--- src/rtl/alu_sequencer.sv ---
// Issue/writeback controller for a combinational ALU: a 4-entry register file,
// an instruction handshake, and a response handshake that carries the result and flags.
module alu_sequencer #(
    parameter int unsigned WIDTH = 4
) (
    input  logic             clk,
    input  logic             rst_n,
    input  logic             instr_valid,
    output logic             instr_ready,
    input  logic [3:0]       instr_op,
    input  logic [1:0]       instr_rd,
    input  logic [1:0]       instr_rs,
    input  logic [1:0]       instr_rt,
    input  logic [WIDTH-1:0] instr_imm,
    output logic [WIDTH-1:0] alu_a,
    output logic [WIDTH-1:0] alu_b,
    output logic [2:0]       alu_op,
    input  logic [WIDTH-1:0] alu_result,
    input  logic             alu_zero,
    input  logic             alu_carry,
    output logic             rsp_valid,
    input  logic             rsp_ready,
    output logic [WIDTH-1:0] rsp_data,
    output logic             rsp_zero,
    output logic             rsp_carry,
    input  logic [1:0]       dbg_sel,
    output logic [WIDTH-1:0] dbg_data
);

    localparam int unsigned NREG = 4;

    typedef enum logic [1:0] {
        IDLE = 2'd0,
        EXEC = 2'd1,
        RESP = 2'd2
    } state_t;

    state_t           state;
    logic [WIDTH-1:0] rf [NREG];
    logic [1:0]       rd_q;
    logic             loadi_q;
    logic [WIDTH-1:0] imm_q;

    assign dbg_data = rf[dbg_sel];

    // Operands are read at acceptance; LOADI leaves the ALU inputs untouched
    // since its result never depends on the ALU.
    always_ff @(posedge clk or negedge rst_n) begin
        if (!rst_n) begin
            state       <= IDLE;
            instr_ready <= 1'b1;
            rsp_valid   <= 1'b0;
            alu_a       <= '0;
            alu_b       <= '0;
            alu_op      <= '0;
            rsp_data    <= '0;
            rsp_zero    <= 1'b0;
            rsp_carry   <= 1'b0;
            rd_q        <= '0;
            loadi_q     <= 1'b0;
            imm_q       <= '0;
            for (int i = 0; i < NREG; i++) begin
                rf[i] <= '0;
            end
        end else begin
            case (state)
                IDLE: begin
                    if (instr_valid) begin
                        rd_q        <= instr_rd;
                        loadi_q     <= instr_op[3];
                        imm_q       <= instr_imm;
                        if (!instr_op[3]) begin
                            alu_a  <= rf[instr_rs];
                            alu_b  <= rf[instr_rt];
                            alu_op <= instr_op[2:0];
                        end
                        instr_ready <= 1'b0;
                        state       <= EXEC;
                    end
                end
                EXEC: begin
                    if (loadi_q) begin
                        rf[rd_q]  <= imm_q;
                        rsp_data  <= imm_q;
                        rsp_zero  <= (imm_q == '0);
                        rsp_carry <= 1'b0;
                    end else begin
                        rf[rd_q]  <= alu_result;
                        rsp_data  <= alu_result;
                        rsp_zero  <= alu_zero;
                        rsp_carry <= alu_carry;
                    end
                    rsp_valid <= 1'b1;
                    state     <= RESP;
                end
                RESP: begin
                    if (rsp_ready) begin
                        rsp_valid   <= 1'b0;
                        instr_ready <= 1'b1;
                        state       <= IDLE;
                    end
                end
                default: begin
                    rsp_valid   <= 1'b0;
                    instr_ready <= 1'b1;
                    state       <= IDLE;
                end
            endcase
        end
    end

endmodule

--- config.mk ---
export PLATFORM = sky130hd
export DESIGN_NAME = alu_sequencer
export DESIGN_NICKNAME = d
export VERILOG_FILES = /design/src/rtl/alu_sequencer.sv
export SDC_FILE = /design/constraint.sdc
export NUM_CORES = 1
export LEC_CHECK = 0
export ABC_AREA = 0
export CAP_MARGIN = 20
export CORE_MARGIN = 1
export CORE_UTILIZATION = 49
export DETAILED_ROUTE_END_ITERATION = 16
export GPL_TIMING_DRIVEN = 0
export PLACE_DENSITY = 0.91
export SYNTH_ARGS = -nofsm -noshare
export SYNTH_HDL_FRONTEND = slang
export SYNTH_SLANG_ARGS = --single-unit
--- constraint.sdc ---
create_clock -name clk -period 1.6 [get_ports clk]
set_clock_uncertainty 0.05 [all_clocks]
set_input_delay 0.16 -clock clk [delete_from_list [all_inputs] [get_ports clk]]
set_output_delay 0.16 -clock clk [all_outputs]
set_load 0.1 [all_outputs]
==> metrics.md <==
| Metric | Value |
|---|---|
| Initial antenna violation count | `0` |
| Most frequent cells in the layout | `dfrtp_1 (43), clkdlybuf4s50_1 (23), clkdlybuf4s15_2 (18)` |
| CP startpoint | `rf[14]` |
| CP Launch Type | `flip-flop` |
| Cells taking the most area after synthesis | `dfrtp_1 (53%), mux4_1 (10%), mux2_2 (9.4%)` |
| Setup crit end kind | `output port` |
| Max_slew headroom | `63.2%` |
| Final max-slew violation count | `0` |
| Setup Crit Path Kind | `flip-flop to output port` |
| Vias in the first global route | `1478` |
| Synthesized cell area | `a little over 2000 um2` |
| CTS Buf Count | `5` |
| I/O pins | `49` |
| Synth Instances | `149` |
| CTS clk-pin slew, worst paths | `approximately 0.090 ns` |
| IO buf count | `48` |
| Share of layout cells above drive strength 1 | `37.2%` |
| Wire per inst | `around 16 um` |
| Crit path to | `dbg_data[2]` |
| Detailed placer's ending HPWL | `3020 um` |
| Tightest Hold Check Type | `primary input to async pin` |
| Die Width | `roughly 67 um` |
| TritonCTS clock tree | `done` |
| Total number of vias | `approximately 1500` |
| # Max-Cap Violations | `0` |
| Largest net degree at the start of global routing | `38` |
| Synthesized flop and latch total | `44` |
| Prevailing post-synth register cell | `dfrtp_1` |
| Grt ovf | `0` |
| Tot GR Track Use | `between 20% and 30%` |
| Final estimated routing congestion in global placement | `0.773` |
| Design Area, Final | `2890 um2` |
| # diodes | `0` |
| Commonest non-fill, non-tap cell in the layout | `dfrtp_1` |
| Worst-Skew Late Latency | `slightly below 0.3 ns` |
| Share of Yosys cell area claimed by the top area cell type | `52.7%` |
| Peak Freq | `614 MHz` |
| Leading area contributor after synthesis | `dfrtp_1` |
| Crit Path Max Fanout | `4` |
| Root buffer cell | `clkbuf_8` |
| Required time worst endpoint | `1.39 ns` |
| WL final | `between 4000 and 5000 um` |
| Synth warn | `0` |
| Library cells used by synthesis | `23` |
| Sequential share of the synthesized area | `approximately 54%` |
| Via density | `between 5 and 6` |
| Initial Util | `51.1%` |
| RSZ-0062 raised after global routing | `yes` |
| # nets final | `248` |
| FILL cells | `~300` |
| Reg2reg end | `rd_q[0]` |
| Final hold vios | `0` |
| Worst slew pin tran | `between 0.5 and 0.6 ns` |
| 1st-iter DRT viols | `slightly above 60` |
| Maximum clock insertion buffer count | `2` |
| Setup violators final | `1` |
| Worst reg-to-reg path cell count | `3` |
| Die outline height | `66.6 um` |
| Final period utilization | `102%` |
| H-tree levels | `2` |
| First-pass GRT wire length | `about 6900 um` |
| Outcome | `finished with violations` |
| Dpl ws | `-0.968 ns` |
| Syn_nets | `175` |
| Drt pass-1 iters | `4` |
| Post-route worst setup slack | `-0.0295 ns` |
| Failing checks | `negative setup slack` |
| Routed Antenna Nets | `0` |
| Crit path time final | `1.63 ns` |
| Mapped Avg Cell Area | `13.7 um2` |
| Core area | `4000 um2` |
| R2r startpoint | `state[0]` |
| Asr flop ratio synth | `between 90% and 100%` |
| Final Util | `72.3%` |
| Cell Area, Placed | `around 2600 um2` |
| R2R setup slack | `~0.070 ns` |
| Die area | `4430 um2` |
| Sink Count | `44` |
| FP Rows | `23` |
| WP data arrival | `about 1.4 ns` |
| # DRC | `0` |
| P&R area growth vs syn | `41.6%` |
| EDFF count, synth | `0` |
==> cells by family (layout without fill, tap and decap cells) <==
group           Yosys count  after routing  synth area share [%]
flops                    44             44                  53.9
simple gates             39             39                  11.1
mux                      34             34                  26.5
compound gates           25             25                  6.25
buf+inv                   7             81                  2.14
==> cell type report <==
cell class | count | area [um2] | area share (%)
buffer | 7 | 43.8 | 1.51
sequential | 44 | 1100 | 38.1
clock inverter | 3 | 46.3 | 1.60
multi-input combinational | 98 | 897 | 31.0
clock buffer | 5 | 68.8 | 2.38
timing repair buffer | 66 | 673 | 23.3
tap | 50 | 62.6 | 2.16
==> metal layers <==
metal | vias to the layer above | share of wire [%] | global-route usage [%]
met3 | 6 | 5.2 | 5.48
met4 | 0 | 1.1 | 7.45
met5 | - | 0 | 0
li1 | 695 | - | -
met1 | 708 | 42 | 26.7
met2 | 60 | 52 | 36.6
==> per-stage QoR <==
step	setup TNS [ns]	instances	hold WS, ns
3_5_place_dp	-7.36	248	-0.0253
4_1_cts	-0.0509	269	0.183
6_report	-0.0295	273	0.191
2_1_floorplan	0	149	-0.186
3_3_place_gp	-40.84	247	0.418
5_1_grt	-0.141	273	0.187
==> sequential cells by signal, summed over array words and instances, names as in the netlist <==
signal and count:
alu_a 4, alu_b 4, alu_op 3, imm_q 4
instr_ready 1, loadi_q 1, rd_q 2, rf 16
rsp_carry 1, rsp_data 4, rsp_valid 1, rsp_zero 1
state 2
==> timing repair <==
item	4_1_cts	5_1_grt
setup endpoints to repair	23	4
hold buffers	1	0
endpoints found under the hold margin	43	0
buffers inserted	12	4
resized for setup	94	0
pin swaps	0	0
==> how the worst min path moves through the flow <==
stage / from / endpoint / depth (start not counted)
final: rst_n / imm_q[3] / 2
after global routing: rst_n / imm_q[3] / 2
after CTS: rst_n / imm_q[3] / 2
after detailed placement: rst_n / imm_q[3] / 1
after global placement: rsp_valid / rsp_valid / 1
after floorplan: rst_n / alu_a[0] / 0
==> worst max-delay path: stages (launching register included) <==
cell,delay (ns)
dfrtp_1,0.43
mux4_2,0.49
buf_6,0.20
==> synthesized netlist by cell type (2+ instances only) <==
cell type   n
dfrtp_1    43
mux2_2     17
nor2_1     16
a21oi_1    13
nand2_1    12
o21ai_0    10
mux4_1      8
buf_2       5
mux2i_1     5
mux4_2      4
nand2b_1    3
and4bb_2    2
Power is left out: the tool's default activity adds up to more than one toggle a clock period on the data nets, which glitch-free logic cannot reach.
